`src/rtl/smem_arbiter.sv`:
```
// smem_arbiter: owner of the single-port signature SRAM, shared between the
// internal signature logger and the external scan port.
//
// Ports
//   i_clk, i_reset         core clock, asynchronous active-high reset
//   i_smem_ext             1 = external port owns the SRAM, 0 = logger owns it
//   i_smem_cen/wen/addr/wdata  external access (active-low enables)
//   o_smem_rdata           external read data, held between reads
//   o_ext_grant            external accesses are being honoured
//   i_log_valid/data       logger word (held by the logger until accepted)
//   o_log_ready            logger word accepted when valid & ready
//   i_log_clear            rewind the write pointer (LOG state only)
//   o_log_full/count       logging progress since reset/clear
//   o_mem_*                SRAM pins (active-low enables)
//   i_mem_rdata            SRAM Q, valid one cycle after a read
module smem_arbiter #(
  parameter int unsigned ADDR_W = 12,
  parameter int unsigned DATA_W = 16,
  parameter int unsigned DEPTH  = 4096
) (
  input  logic              i_clk,
  input  logic              i_reset,
  input  logic              i_smem_ext,
  input  logic              i_smem_cen,
  input  logic              i_smem_wen,
  input  logic [ADDR_W-1:0] i_smem_addr,
  input  logic [DATA_W-1:0] i_smem_wdata,
  output logic [DATA_W-1:0] o_smem_rdata,
  output logic              o_ext_grant,
  input  logic              i_log_valid,
  input  logic [DATA_W-1:0] i_log_data,
  output logic              o_log_ready,
  input  logic              i_log_clear,
  output logic              o_log_full,
  output logic [ADDR_W:0]   o_log_count,
  output logic              o_mem_cen,
  output logic              o_mem_wen,
  output logic [ADDR_W-1:0] o_mem_addr,
  output logic [DATA_W-1:0] o_mem_wdata,
  input  logic [DATA_W-1:0] i_mem_rdata
);

  localparam logic [ADDR_W:0]   LAST_COUNT = (ADDR_W+1)'(DEPTH - 1);
  localparam logic [ADDR_W-1:0] LAST_ADDR  = ADDR_W'(DEPTH - 1);

  typedef enum logic [1:0] {
    ST_LOG  = 2'd0,
    ST_TURN = 2'd1,
    ST_EXT  = 2'd2
  } state_t;

  state_t              r_state;
  logic [ADDR_W-1:0]   r_wptr;
  logic [ADDR_W:0]     r_count;
  logic                r_full;
  logic                r_rd_pend;
  logic [DATA_W-1:0]   r_rdata_hold;

  logic                w_in_log;
  logic                w_in_ext;
  logic                w_log_ready;
  logic                w_log_wr;
  logic                w_log_clr;
  logic                w_ext_rd;

  assign w_in_log = (r_state == ST_LOG);
  assign w_in_ext = (r_state == ST_EXT);

  // Reset gates ready directly so no logger write can leak out while
  // i_reset is held, even though the state already reads LOG.
  assign w_log_clr   = w_in_log & i_log_clear;
  assign w_log_ready = ~i_reset & w_in_log & ~r_full & ~i_log_clear;
  assign w_log_wr    = i_log_valid & w_log_ready;
  assign w_ext_rd    = w_in_ext & ~i_smem_cen & i_smem_wen;

  assign o_log_ready = w_log_ready;
  assign o_ext_grant = w_in_ext;
  assign o_log_full  = r_full;
  assign o_log_count = r_count;

  // Read data is forwarded straight from the SRAM in the cycle after the
  // read, then served from the hold register until the next read lands.
  assign o_smem_rdata = r_rd_pend ? i_mem_rdata : r_rdata_hold;

  // SRAM pins: no register on the request path.
  always_comb begin
    o_mem_cen   = 1'b1;
    o_mem_wen   = 1'b1;
    o_mem_addr  = '0;
    o_mem_wdata = '0;
    if (w_in_ext) begin
      o_mem_cen   = i_smem_cen;
      o_mem_wen   = i_smem_wen;
      o_mem_addr  = i_smem_addr;
      o_mem_wdata = i_smem_wdata;
    end else if (w_log_wr) begin
      o_mem_cen   = 1'b0;
      o_mem_wen   = 1'b0;
      o_mem_addr  = r_wptr;
      o_mem_wdata = i_log_data;
    end
  end

  always_ff @(posedge i_clk or posedge i_reset) begin
    if (i_reset) begin
      r_state      <= ST_LOG;
      r_wptr       <= '0;
      r_count      <= '0;
      r_full       <= 1'b0;
      r_rd_pend    <= 1'b0;
      r_rdata_hold <= '0;
    end else begin
      case (r_state)
        ST_LOG:  if (i_smem_ext) r_state <= ST_TURN;
        ST_TURN: r_state <= i_smem_ext ? ST_EXT : ST_LOG;
        ST_EXT:  if (!i_smem_ext) r_state <= ST_TURN;
        default: r_state <= ST_LOG;
      endcase

      if (w_log_clr) begin
        r_wptr  <= '0;
        r_count <= '0;
        r_full  <= 1'b0;
      end else if (w_log_wr) begin
        r_count <= r_count + 1'b1;
        if (r_count == LAST_COUNT) begin
          r_full <= 1'b1;
        end
        r_wptr <= (r_wptr == LAST_ADDR) ? '0 : r_wptr + 1'b1;
      end

      // Pending read completes regardless of state, so a read issued in
      // the last EXT cycle is still captured during TURN.
      r_rd_pend <= w_ext_rd;
      if (r_rd_pend) begin
        r_rdata_hold <= i_mem_rdata;
      end
    end
  end

endmodule

```
`config.mk`:
```
export PLATFORM = sky130hd
export DESIGN_NAME = smem_arbiter
export DESIGN_NICKNAME = d
export VERILOG_FILES = /design/src/rtl/smem_arbiter.sv
export SDC_FILE = /design/constraint.sdc
export NUM_CORES = 1
export LEC_CHECK = 0
export BUFFER_PORTS_ARGS = -buffer_cell sky130_fd_sc_hd__buf_2
export CAP_MARGIN = 20
export CORE_MARGIN = 1.5
export CORE_UTILIZATION = 48
export DETAILED_ROUTE_END_ITERATION = 16
export GPL_TIMING_DRIVEN = 0
export MAX_ROUTING_LAYER = met4
export PLACE_DENSITY = 0.93
export SYNTH_ARGS = -nofsm -noshare
export SYNTH_HDL_FRONTEND = slang
export SYNTH_SLANG_ARGS = --single-unit
```
`constraint.sdc`:
```
create_clock -name i_clk -period 7.08 [get_ports i_clk]
set_clock_uncertainty 0.2 [all_clocks]
set_input_delay 1.416 -clock i_clk [delete_from_list [all_inputs] [get_ports i_clk]]
set_output_delay 1.416 -clock i_clk [all_outputs]
set_load 0.02 [all_outputs]
```
### After elaboration in Yosys (flattened, before gate mapping)

Index checks and enable logic that the tools add are counted.

* register bits: 45
* bits in latches: 0
* RAM bits: 0
* ROM bits: 0
* input port bits: 67
* output and inout bits: 62
* word-level logic and storage cells: 50
* memories: 0

* add/subtract/negate cells: 2
* $mul: 0
* div/mod/pow operators: 0
* magnitude comparators: 0
* equality and inequality tests: 6
* shifts and indexed selects: 0
* multiplexer cells: 20
* bitwise gates (word level): 11
* reduce and logical (&&, ||, !) cells: 5

Operators by type and width (count)
* 2-to-1 mux 12 bit: 5
* 2-to-1 mux 16 bit: 3
* 2-to-1 mux 13 bit: 2
* adder 13 x 1 -> 13 bit (second input constant): 1
* == test 13 x 12 -> 1 bit (second input constant): 1
* adder 12 x 1 -> 12 bit (second input constant): 1
* == test 12 bit (second input constant): 1
* bitwise AND 1 bit: 7
* 2-to-1 mux 1 bit: 6
* 2-to-1 mux 2 bit: 3
* case mux 2 bit (3 select lines): 1
* inequality test 2 bit (second input constant): 2
* NOT 1 bit: 4
* AND reduction 2 bit: 2
* nonzero test 2 bit: 2
* == test 2 x 1 -> 1 bit (second input constant): 1
* == test 2 bit (second input constant): 1
* logical NOT 2 bit: 1

### Longest topological paths before layout

Gate-level depths: netlist (run 1).

* word-level depth: 7
* gate-level depth with buffers: 7
* mapped depth without buffers: 5

### Least setup slack after synthesis (run 1)

No wires, ideal clock.

* path type: input port to output port
* from: in i_reset
* to: out o_mem_addr[0]
* data arrival time: 2908 ps
* path slack: 2556 ps
* stages on the path: 5
* buffers on the path: 2
* path through: or4_4 buf_6 nor2_1 clkbuf_1 a22o_1

* longest elaborated chain between the ends: 7

Ends and longest elaborated chain
* start, declared: line 22 `input logic i_reset,`
* NOT 1 bit: line 72 `assign w_log_ready = ~i_reset & w_in_log & ~r_full & ~i_log_clear;`
* bitwise AND 1 bit (3 in a row): line 72
* bitwise AND 1 bit: line 73 `assign w_log_wr = i_log_valid & w_log_ready;`
* 2-to-1 mux 12 bit: line 96 `end else if (w_log_wr) begin`
* 2-to-1 mux 12 bit: line 91 `if (w_in_ext) begin`
* end, declared: line 38 `output logic [ADDR_W-1:0] o_mem_addr,`

No other way between the ends.

### Worst setup path in the final report (run 1)

* from: in i_reset
* to: out o_mem_wdata[3]

* longest elaborated chain between the ends: 7

Ends and longest elaborated chain
* NOT 1 bit: line 72
* bitwise AND 1 bit (3 in a row): line 72
* bitwise AND 1 bit: line 73
* 2-to-1 mux 16 bit: line 96
* 2-to-1 mux 16 bit: line 91
* end, declared: line 39 `output logic [DATA_W-1:0] o_mem_wdata,`

No other way between the ends.

==> report_table.html, run 1 <==
<table>
<tr><th>Metric</th><th>Value</th></tr>
<tr><th colspan="2">Status</th></tr>
<tr><td>Run status</td><td>finished clean</td></tr>
<tr><th colspan="2">Worst hold path</th></tr>
<tr><td>Worst min-delay path startpoint</td><td>r_rdata_hold[0]</td></tr>
<tr><td>Worst hold path stage count</td><td>1</td></tr>
<tr><td>Endpoint of the worst hold path</td><td>r_rdata_hold[0]</td></tr>
<tr><td>Hold WC Path Type</td><td>register to register</td></tr>
<tr><th colspan="2">Power and ir drop</th></tr>
<tr><td>Peak supply drop</td><td>0.134 mV</td></tr>
<tr><td>Net switching component of the power</td><td>0.386 mW</td></tr>
<tr><td>Proportion of power drawn by combinational gates</td><td>a little under half</td></tr>
<tr><td>Power per Cell Area</td><td>around 290 nW/um^2</td></tr>
<tr><td>Clk pwr share</td><td>17.3%</td></tr>
<tr><td>Relative contribution of sequential cells to total power</td><td>36.9%</td></tr>
<tr><td>Int Power</td><td>0.546 mW</td></tr>
<tr><td>Lkg Pwr</td><td>1.64 nW</td></tr>
<tr><td>Switching power share of the total</td><td>about two fifths</td></tr>
<tr><th colspan="2">Layout</th></tr>
<tr><td>Final #Nets</td><td>436</td></tr>
<tr><td>P&amp;R area growth vs syn</td><td>34.3%</td></tr>
<tr><td>Fraction of the core area covered by cells at the end of the flow</td><td>67.1%</td></tr>
<tr><td>Commonest non-fill, non-tap cell in the layout</td><td>sky130_fd_sc_hd__buf_2</td></tr>
<tr><td>Antenna diodes</td><td>0</td></tr>
<tr><td>Fraction of final layout cells with drive strength greater than 1</td><td>43.2%</td></tr>
<tr><td>Commonest cells after routing, fill and taps aside</td><td>129 x sky130_fd_sc_hd__buf_2, 45 x sky130_fd_sc_hd__dfrtp_1, 28 x sky130_fd_sc_hd__a22o_1</td></tr>
<tr><th colspan="2">Clock network</th></tr>
<tr><td>TritonCTS clock tree</td><td>yes</td></tr>
<tr><td>Total of cells resized after clock tree synthesis</td><td>0</td></tr>
<tr><td>Hold-fix buffers, CTS</td><td>0</td></tr>
<tr><td># Post-CTS Setup Buffers</td><td>0</td></tr>
<tr><td>Clk pin slew, worst setup/hold paths</td><td>0.08 ns</td></tr>
<tr><td>Number of levels in the clock H-tree</td><td>2</td></tr>
<tr><td>CTS sink cnt</td><td>45</td></tr>
<tr><td>Worst-skew pair later-pin latency</td><td>0.30 ns</td></tr>
<tr><td>Number of CTS-inserted buffers</td><td>5</td></tr>
<tr><td>Clock root cell</td><td>sky130_fd_sc_hd__clkbuf_8</td></tr>
<tr><td>CTS Buffer Depth</td><td>2</td></tr>
<tr><th colspan="2">STA</th></tr>
<tr><td>Final Critical Period</td><td>5.09 ns</td></tr>
<tr><td>Ratio of final minimum period to clock period</td><td>71.8%</td></tr>
<tr><td>Worst max-slew margin expressed relative to the limit</td><td>37.8%</td></tr>
<tr><td>Max-slew violation count</td><td>0</td></tr>
<tr><td>Maximum clock rate</td><td>197 MHz</td></tr>
<tr><td>Measured slew at the worst slew-check pin</td><td>0.925 ns</td></tr>
<tr><td>Final sum of negative setup slack</td><td>0 ns</td></tr>
<tr><td>Setup repair after global routing missed its margin</td><td>no</td></tr>
<tr><td>Final hold viol count</td><td>0</td></tr>
<tr><td>Final Setup Violations</td><td>0</td></tr>
<tr><th colspan="2">Routing</th></tr>
<tr><td>DRC violations left</td><td>0</td></tr>
<tr><td>Number of nets with antenna violations after routing</td><td>0</td></tr>
<tr><td>Via total after detailed routing</td><td>2365</td></tr>
<tr><td>Starting DRC count in detailed routing</td><td>roughly 130</td></tr>
<tr><td>DR pass1 iterations</td><td>4</td></tr>
<tr><td>Via count normalized by instance count</td><td>5.44</td></tr>
<tr><td>Average detailed-routed wire length per instance</td><td>14.8 um</td></tr>
<tr><td>DRT Wirelength</td><td>6450 um</td></tr>
<tr><th colspan="2">Yosys</th></tr>
<tr><td>Warnings, synthesis</td><td>0</td></tr>
<tr><td>Library cell with the largest summed area after synthesis</td><td>sky130_fd_sc_hd__dfrtp_1</td></tr>
<tr><td>Number of synthesized flops with an enable pin</td><td>0</td></tr>
<tr><td>Syn Inst Count</td><td>232</td></tr>
<tr><td>FF+latch count, synth</td><td>45</td></tr>
<tr><td>Portion of synthesized cell area occupied by the leading cell type</td><td>47.4%</td></tr>
<tr><td>Number of nets in the synthesized netlist</td><td>301</td></tr>
<tr><td>Most area-consuming cells after synthesis</td><td>sky130_fd_sc_hd__dfrtp_1 47%, sky130_fd_sc_hd__a22o_1 10%, sky130_fd_sc_hd__mux2_2 7.6%, sky130_fd_sc_hd__a21oi_1 3.2%, sky130_fd_sc_hd__o21ai_0 3.2%</td></tr>
<tr><td>Portion of the post-synthesis area used by sequential elements</td><td>47.4%</td></tr>
<tr><td>Per-instance average area after synthesis</td><td>10.2 um^2</td></tr>
<tr><td>Prevailing post-synth register cell</td><td>sky130_fd_sc_hd__dfrtp_1</td></tr>
<tr><td>Netlist area before placement</td><td>between 2000 and 2500 um^2</td></tr>
<tr><td>Share of flip-flops with an asynchronous set or reset after synthesis</td><td>between 90% and 100%</td></tr>
<tr><td>Count of different cell masters after synthesis</td><td>36</td></tr>
<tr><th colspan="2">Setup path</th></tr>
<tr><td>Critical Path Fanout Max</td><td>10</td></tr>
<tr><td>Reg-to-reg critical path startpoint</td><td>r_state[1]</td></tr>
<tr><td>Critical-path cell list</td><td>buf_2 &gt; or4_4 &gt; buf_6 &gt; nor2_1 &gt; clkbuf_1 &gt; a22o_1 &gt; buf_2</td></tr>
<tr><td>Type of the worst setup path</td><td>primary input to output port</td></tr>
<tr><td>Worst EP arrival</td><td>around 3.5 ns</td></tr>
<tr><td>Required arrival time at the worst endpoint</td><td>5.46 ns</td></tr>
<tr><td>RR Endpoint</td><td>r_wptr[3]</td></tr>
<tr><td>Worst path top cell family by delay</td><td>simple AND/OR/NAND/NOR gates</td></tr>
<tr><td>Highest-delay cell along the critical path</td><td>sky130_fd_sc_hd__nor2_1</td></tr>
<tr><td>Endpoint type of the worst setup path</td><td>output port</td></tr>
<tr><td>Buffer and inverter count on the worst path</td><td>4</td></tr>
<tr><td>Startpoint kind of the worst setup timing path</td><td>primary input</td></tr>
<tr><td>Reg-to-reg slack, setup</td><td>4.39 ns</td></tr>
<tr><td>Stage delay of the slowest cell on the critical path</td><td>0.55 ns</td></tr>
<tr><td>Number of cells on the worst reg-to-reg path</td><td>5</td></tr>
<tr><td>Most Frequent Cell on Critical Path</td><td>sky130_fd_sc_hd__buf_2</td></tr>
<tr><th colspan="2">Placed design</th></tr>
<tr><td>Post-DP HPWL</td><td>4870 um</td></tr>
<tr><td>Placer congestion estimate</td><td>0.871</td></tr>
<tr><td>Count of buffers from port buffering</td><td>128</td></tr>
<tr><th colspan="2">Floorplan</th></tr>
<tr><td>DIE AREA</td><td>5380 um^2</td></tr>
<tr><td>Effective utilization at floorplan</td><td>49.9%</td></tr>
<tr><td>Core ar.</td><td>4750 um^2</td></tr>
<tr><td>Count of boundary I/O pins</td><td>roughly 130</td></tr>
<tr><td>Floorplan die height</td><td>73.3 um</td></tr>
<tr><td>Die boundary width</td><td>73.3 um</td></tr>
<tr><td>Standard-cell rows</td><td>25</td></tr>
<tr><th colspan="2">GRT</th></tr>
<tr><td>Vias in the first global route</td><td>2080</td></tr>
<tr><td>Wire length of the first global-routing pass</td><td>9830 um</td></tr>
<tr><td>Congestion Overflow GR</td><td>0</td></tr>
<tr><td>Largest net degree at the start of global routing</td><td>46</td></tr>
<tr><td>Global router's overall resource usage</td><td>around 24%</td></tr>
<tr><td>Initial antenna violation count</td><td>0</td></tr>
<tr><th colspan="2">Run</th></tr>
<tr><td>Max-cap violations</td><td>0</td></tr>
</table>
[registers in the layout (all words and copies together), names as in the netlist]
signal	flops
r_wptr	12
o_log_full	1
r_state	2
r_rdata_hold	16
o_log_count	13
r_rd_pend	1
[area by class of cell]
type | count | area [um^2]
Sequential cell | 45 | 1130
Clock inverter | 3 | 21.3
Clock buffer | 5 | 68.8
Inverter | 7 | 26.3
Buffer | 12 | 61.3
Timing Repair Buffer | 128 | 641
Tap cell | 67 | 83.8
Multi-Input combinational cell | 168 | 1160
Fill cell | 395 | 1570
[worst register-to-register path, delay by kind of cell (launching register included)]
family | cells | cell delay (ns)
DFF | 1 | 0.38
and+or+nand+nor | 3 | 1.25
buffers and inverters | 1 | 0.13
AOI/OAI and AO/OA | 1 | 0.59
[through the flow]
step,power [mW],instances,area (um^2),hold slack (ns),worst slack (ns)
2_1_floorplan,0.630,232,2370,0.292,2.56
3_3_place_gp,0.759,427,3100,0.276,2.03
3_5_place_dp,0.776,427,3100,0.282,1.99
4_1_cts,0.936,435,3190,0.302,1.99
5_1_grt,0.988,435,3190,0.314,1.85
6_report,0.932,435,3190,0.297,1.99
[kinds of logic (layout without fill, tap and decap cells)]
kind of cell	count (synthesis)	in the layout	share of synthesized area, %
XOR/XNOR	9	9	3.32
multiplexers	17	17	8.01
AND/OR/NAND/NOR	77	77	18.1
flip-flops	45	45	47.4
buffers and inverters	19	155	3.69
AO/OA/AOI/OAI	63	63	18.4
adder cells (fa/ha/maj)	2	2	1.05
[power groups by stage]
stage	clock network [mW]	logic, mW	registers [mW]
2_1_floorplan	0	0.286	0.343
3_3_place_gp	0	0.415	0.343
3_5_place_dp	0	0.427	0.348
4_1_cts	0.164	0.428	0.344
5_1_grt	0.176	0.462	0.350
6_report	0.161	0.427	0.344
[per-layer routing]
layer / track usage [%] / up-vias / routed length [um]
met3: 4.80 / 8 / 461
met4: 9.47 / 0 / 73
met1: 32.7 / 1134 / 2760
li1: - / 1132 / -
met5: - / - / 0
met2: 36.7 / 91 / 3150
[synth_stat cells (4+ instances only)]
cell,n
sky130_fd_sc_hd__a22o_1,28
sky130_fd_sc_hd__xor2_1,5
sky130_fd_sc_hd__or3_1,9
sky130_fd_sc_hd__dfrtp_1,45
sky130_fd_sc_hd__nand3_1,11
sky130_fd_sc_hd__nand2_1,14
sky130_fd_sc_hd__mux2_2,16
sky130_fd_sc_hd__clkbuf_1,8
sky130_fd_sc_hd__inv_1,7
sky130_fd_sc_hd__nor2_1,12
sky130_fd_sc_hd__xnor2_1,4
sky130_fd_sc_hd__nand4_1,8
sky130_fd_sc_hd__o21ai_0,15
sky130_fd_sc_hd__a21oi_1,15
[worst max-delay path by stage]
stage / start / to / cells past startpoint
after global placement: i_reset / o_mem_wdata[3] / 7
after global routing: i_reset / o_mem_wdata[3] / 7
final: i_reset / o_mem_wdata[3] / 7
after CTS: i_reset / o_mem_wdata[3] / 7
after floorplan: i_reset / o_mem_addr[0] / 5
after detailed placement: i_reset / o_mem_wdata[3] / 7
(Power assumes the default switching activity.)
==> run 2, diff against run 1 <==
--- a/config.mk
+++ b/config.mk
@@ -8,11 +8,11 @@
 export BUFFER_PORTS_ARGS = -buffer_cell sky130_fd_sc_hd__buf_2
 export CAP_MARGIN = 20
 export CORE_MARGIN = 1.5
-export CORE_UTILIZATION = 48
+export CORE_UTILIZATION = 45
 export DETAILED_ROUTE_END_ITERATION = 16
 export GPL_TIMING_DRIVEN = 0
 export MAX_ROUTING_LAYER = met4
-export PLACE_DENSITY = 0.93
+export PLACE_DENSITY = 0.89
 export SYNTH_ARGS = -nofsm -noshare
 export SYNTH_HDL_FRONTEND = slang
 export SYNTH_SLANG_ARGS = --single-unit
==> constraint.sdc (replaced) <==
create_clock -name i_clk -period 4.9 [get_ports i_clk]
set_clock_uncertainty 0.2 [all_clocks]
set_input_delay 0.98 -clock i_clk [delete_from_list [all_inputs] [get_ports i_clk]]
set_output_delay 0.98 -clock i_clk [all_outputs]
set_load 0.02 [all_outputs]
==> run 2 against run 1 <==
Against the previous run: highest routed layer unchanged; final area up 1.6%; sequential power grew 44%; combinational power is 43% higher; global-route usage fell by 0.86 points; register-to-register slack worse by 2.1 ns; hold slack got worse by 0.0010 ns; via count grew 0.47%; final cell count up 0.69%; wire length is 1.3% lower.
==> report_table.html, run 2 (synthesis gave the netlist of run 1 again) <==
<table>
<tr><th>Metric</th><th>Value</th></tr>
<tr><th colspan="2">STA</th></tr>
<tr><td>Setup repair after global routing missed its margin</td><td>no</td></tr>
<tr><td>Max-slew violation count</td><td>0 (unchanged)</td></tr>
<tr><td>Final hold viol count</td><td>0 (unchanged)</td></tr>
<tr><td>Final Setup Violations</td><td>0 (unchanged)</td></tr>
<tr><td>Minimum setup slack in the final design</td><td>0.671 ns (-1.32 ns)</td></tr>
<tr><td>Measured slew at the worst slew-check pin</td><td>0.899 ns (-0.0261 ns)</td></tr>
<tr><td>Final sum of negative setup slack</td><td>0 ns (unchanged)</td></tr>
<tr><td>Maximum clock rate</td><td>236 MHz</td></tr>
<tr><td>Worst max-slew margin expressed relative to the limit</td><td>39.5% (+1.8 points)</td></tr>
<tr><td>Final Critical Period</td><td>4.23 ns</td></tr>
<tr><td>Ratio of final minimum period to clock period</td><td>~86%</td></tr>
<tr><th colspan="2">Layout</th></tr>
<tr><td>Final #Nets</td><td>436 (unchanged)</td></tr>
<tr><td>Register with the most flip-flops</td><td>r_rdata_hold</td></tr>
<tr><td>Commonest non-fill, non-tap cell in the layout</td><td>sky130_fd_sc_hd__buf_2</td></tr>
<tr><td>Fraction of the core area covered by cells at the end of the flow</td><td>63.4% (-3.6 points)</td></tr>
<tr><td>Fraction of final layout cells with drive strength greater than 1</td><td>43.2% (unchanged)</td></tr>
<tr><td>Filler Cells Inserted</td><td>387 (-2.0%)</td></tr>
<tr><td>P&amp;R area growth vs syn</td><td>36.5%</td></tr>
<tr><td>Commonest cells after routing, fill and taps aside</td><td>129 x sky130_fd_sc_hd__buf_2, 45 x sky130_fd_sc_hd__dfrtp_1, 28 x sky130_fd_sc_hd__a22o_1</td></tr>
<tr><td>Max FFs per register</td><td>16 (unchanged)</td></tr>
<tr><td>Antenna diodes</td><td>0 (unchanged)</td></tr>
<tr><th colspan="2">Setup path</th></tr>
<tr><td>Endpoint of the most critical setup path</td><td>o_mem_wdata[9]</td></tr>
<tr><td>Most Frequent Cell on Critical Path</td><td>sky130_fd_sc_hd__buf_2</td></tr>
<tr><td>Number of cells on the worst reg-to-reg path</td><td>7 (+2)</td></tr>
<tr><td>Required arrival time at the worst endpoint</td><td>3.72 ns (-1.74 ns)</td></tr>
<tr><td>Type of the worst setup path</td><td>primary input to output port</td></tr>
<tr><td>Buffer and inverter count on the worst path</td><td>4 (unchanged)</td></tr>
<tr><td>Worst EP arrival</td><td>3.05 ns (-0.42 ns)</td></tr>
<tr><td>Reg-to-reg critical path startpoint</td><td>r_state[1]</td></tr>
<tr><td>Number of cells on the critical path</td><td>7 (unchanged)</td></tr>
<tr><td>Worst path top cell family by delay</td><td>simple AND/OR/NAND/NOR gates</td></tr>
<tr><td>Stage delay of the slowest cell on the critical path</td><td>0.55 ns (about the same)</td></tr>
<tr><td>RR Endpoint</td><td>r_wptr[11]</td></tr>
<tr><td>Reg-to-reg slack, setup</td><td>2.26 ns (-2.13 ns)</td></tr>
<tr><td>Launch point of the worst path</td><td>i_reset</td></tr>
<tr><td>Highest-delay cell along the critical path</td><td>sky130_fd_sc_hd__nor2_1</td></tr>
<tr><td>Critical-path cell list</td><td>buf_2 &gt; or4_4 &gt; buf_6 &gt; nor2_1 &gt; clkbuf_1 &gt; a22o_1 &gt; buf_2</td></tr>
<tr><td>Critical Path Fanout Max</td><td>10 (unchanged)</td></tr>
<tr><td>Endpoint type of the worst setup path</td><td>output port</td></tr>
<tr><td>Startpoint kind of the worst setup timing path</td><td>primary input</td></tr>
<tr><th colspan="2">Power and ir drop</th></tr>
<tr><td>Peak supply drop</td><td>0.212 mV (+58%)</td></tr>
<tr><td>Power per Cell Area</td><td>445 nW/um^2 (+52%)</td></tr>
<tr><td>Lkg Pwr</td><td>1.66 nW (+1.5%)</td></tr>
<tr><th colspan="2">Worst hold path</th></tr>
<tr><td>Worst hold path stage count</td><td>1 (unchanged)</td></tr>
<tr><td>Hold WC Path Type</td><td>register to register</td></tr>
<tr><td>Worst min-delay path startpoint</td><td>r_rdata_hold[5]</td></tr>
<tr><th colspan="2">Floorplan</th></tr>
<tr><td>Standard-cell rows</td><td>26 (+4.0%)</td></tr>
<tr><td>Effective utilization at floorplan</td><td>46.5% (-3.5 points)</td></tr>
<tr><td>DIE AREA</td><td>5720 um^2 (+6.4%)</td></tr>
<tr><td>Die boundary width</td><td>75.6 um (+3.1%)</td></tr>
<tr><td>Floorplan die height</td><td>75.6 um (+3.1%)</td></tr>
<tr><td>Count of boundary I/O pins</td><td>129 (unchanged)</td></tr>
<tr><td>Core ar.</td><td>5110 um^2 (+7.4%)</td></tr>
<tr><th colspan="2">Routing</th></tr>
<tr><td>Average detailed-routed wire length per instance</td><td>14.5 um (-2.0%)</td></tr>
<tr><td>Number of nets with antenna violations after routing</td><td>0 (unchanged)</td></tr>
<tr><td>Via total after detailed routing</td><td>2376 (+0.47%)</td></tr>
<tr><td>Starting DRC count in detailed routing</td><td>144 (+13%)</td></tr>
<tr><td>DRT Wirelength</td><td>6370 um (-1.3%)</td></tr>
<tr><td>Via count normalized by instance count</td><td>5.42 (-0.22%)</td></tr>
<tr><td>DRC violations left</td><td>0 (unchanged)</td></tr>
<tr><td>DR pass1 iterations</td><td>6 (+2)</td></tr>
<tr><th colspan="2">Clock network</th></tr>
<tr><td>CTS sink cnt</td><td>45 (unchanged)</td></tr>
<tr><td>Total of cells resized after clock tree synthesis</td><td>0 (unchanged)</td></tr>
<tr><td>Worst-skew pair later-pin latency</td><td>0.31 ns (about the same)</td></tr>
<tr><td>TritonCTS clock tree</td><td>yes</td></tr>
<tr><td>Clock root cell</td><td>sky130_fd_sc_hd__clkbuf_8</td></tr>
<tr><td>Hold-fix buffers, CTS</td><td>0 (unchanged)</td></tr>
<tr><td># Post-CTS Setup Buffers</td><td>0 (unchanged)</td></tr>
<tr><td>Clk pin slew, worst setup/hold paths</td><td>0.08 ns (about the same)</td></tr>
<tr><td>Number of levels in the clock H-tree</td><td>2 (unchanged)</td></tr>
<tr><td>Number of CTS-inserted buffers</td><td>5 (unchanged)</td></tr>
<tr><td>CTS Buffer Depth</td><td>2 (unchanged)</td></tr>
<tr><th colspan="2">GRT</th></tr>
<tr><td>Global router's overall resource usage</td><td>23.6% (-0.86 points)</td></tr>
<tr><td>Congestion Overflow GR</td><td>0 (unchanged)</td></tr>
<tr><td>Largest net degree at the start of global routing</td><td>46 (unchanged)</td></tr>
<tr><td>Initial antenna violation count</td><td>0 (unchanged)</td></tr>
<tr><td>Vias in the first global route</td><td>2217 (+6.6%)</td></tr>
<tr><td>Wire length of the first global-routing pass</td><td>9780 um (-0.56%)</td></tr>
<tr><th colspan="2">Status</th></tr>
<tr><td>Run status</td><td>finished clean</td></tr>
<tr><th colspan="2">Placed design</th></tr>
<tr><td>Worst slack at placement</td><td>0.633 ns (-1.36 ns)</td></tr>
<tr><td>Placer congestion estimate</td><td>0.909 (+4.4%)</td></tr>
<tr><td>Count of buffers from port buffering</td><td>128 (unchanged)</td></tr>
<tr><td>Post-DP HPWL</td><td>4900 um (+0.53%)</td></tr>
<tr><th colspan="2">Run</th></tr>
<tr><td>Max-cap violations</td><td>0 (unchanged)</td></tr>
</table>
-- run 2: cell types whose count changed in the layout (fill, tap and decap cells not counted), sizes merged --
cell,change
bufinv,+2
clkinv,-1
clkinvlp,-1
-- run 2: worst min path at each step --
stage                            end
finish               r_rdata_hold[5]
detailed placement   r_rdata_hold[8]
CTS                  r_rdata_hold[2]
floorplan                 r_wptr[11]
global route         r_rdata_hold[0]
global placement    r_rdata_hold[14]
-- run 2: per-stage QoR --
stage / hold WS (ns) / instances / instance area (um^2) / power, mW
2_1_floorplan: 0.292 / 232 / 2370 / 0.910
3_3_place_gp: 0.276 / 430 / 3100 / 1.10
3_5_place_dp: 0.284 / 430 / 3100 / 1.12
4_1_cts: 0.303 / 438 / 3240 / 1.45
5_1_grt: 0.317 / 438 / 3240 / 1.53
6_report: 0.296 / 438 / 3240 / 1.44
-- run 2: final cells by class --
cell class / instances / area, um^2 / area share, %
clock buffers: 5 / 68.8 / 2.12
flip-flops and latches: 45 / 1130 / 34.7
clock inverters: 3 / 68.8 / 2.12
well taps: 70 / 87.6 / 2.70
plain buffers: 12 / 61.3 / 1.89
repair buffers: 128 / 641 / 19.8
inverters: 7 / 26.3 / 0.811
multi-input cells: 168 / 1160 / 35.8
-- run 2: worst reg2reg max path, stage by stage, from the launching register on --
cell and delay (ns):
sky130_fd_sc_hd__dfrtp_1 0.39, sky130_fd_sc_hd__buf_6 0.14, sky130_fd_sc_hd__or4_4 0.51, sky130_fd_sc_hd__buf_6 0.15, sky130_fd_sc_hd__nor2_1 0.55, sky130_fd_sc_hd__buf_2 0.36, sky130_fd_sc_hd__o311ai_0 0.18, sky130_fd_sc_hd__nand3_1 0.12
-- run 2: where the power goes --
part | internal [mW] | switching (mW) | total, mW
Combinational | 0.235 | 0.377 | 0.612
Sequential | 0.452 | 0.0423 | 0.494
Clock | 0.205 | 0.129 | 0.335
-- run 2: layer usage --
layer	global-route usage [%]	routed length (um)	up-vias
li1	-	-	1132
met1	25.7	2540	1098
met2	40.3	3140	137
met3	6.22	586	9
met4	10.5	93	0
met5	-	0	-
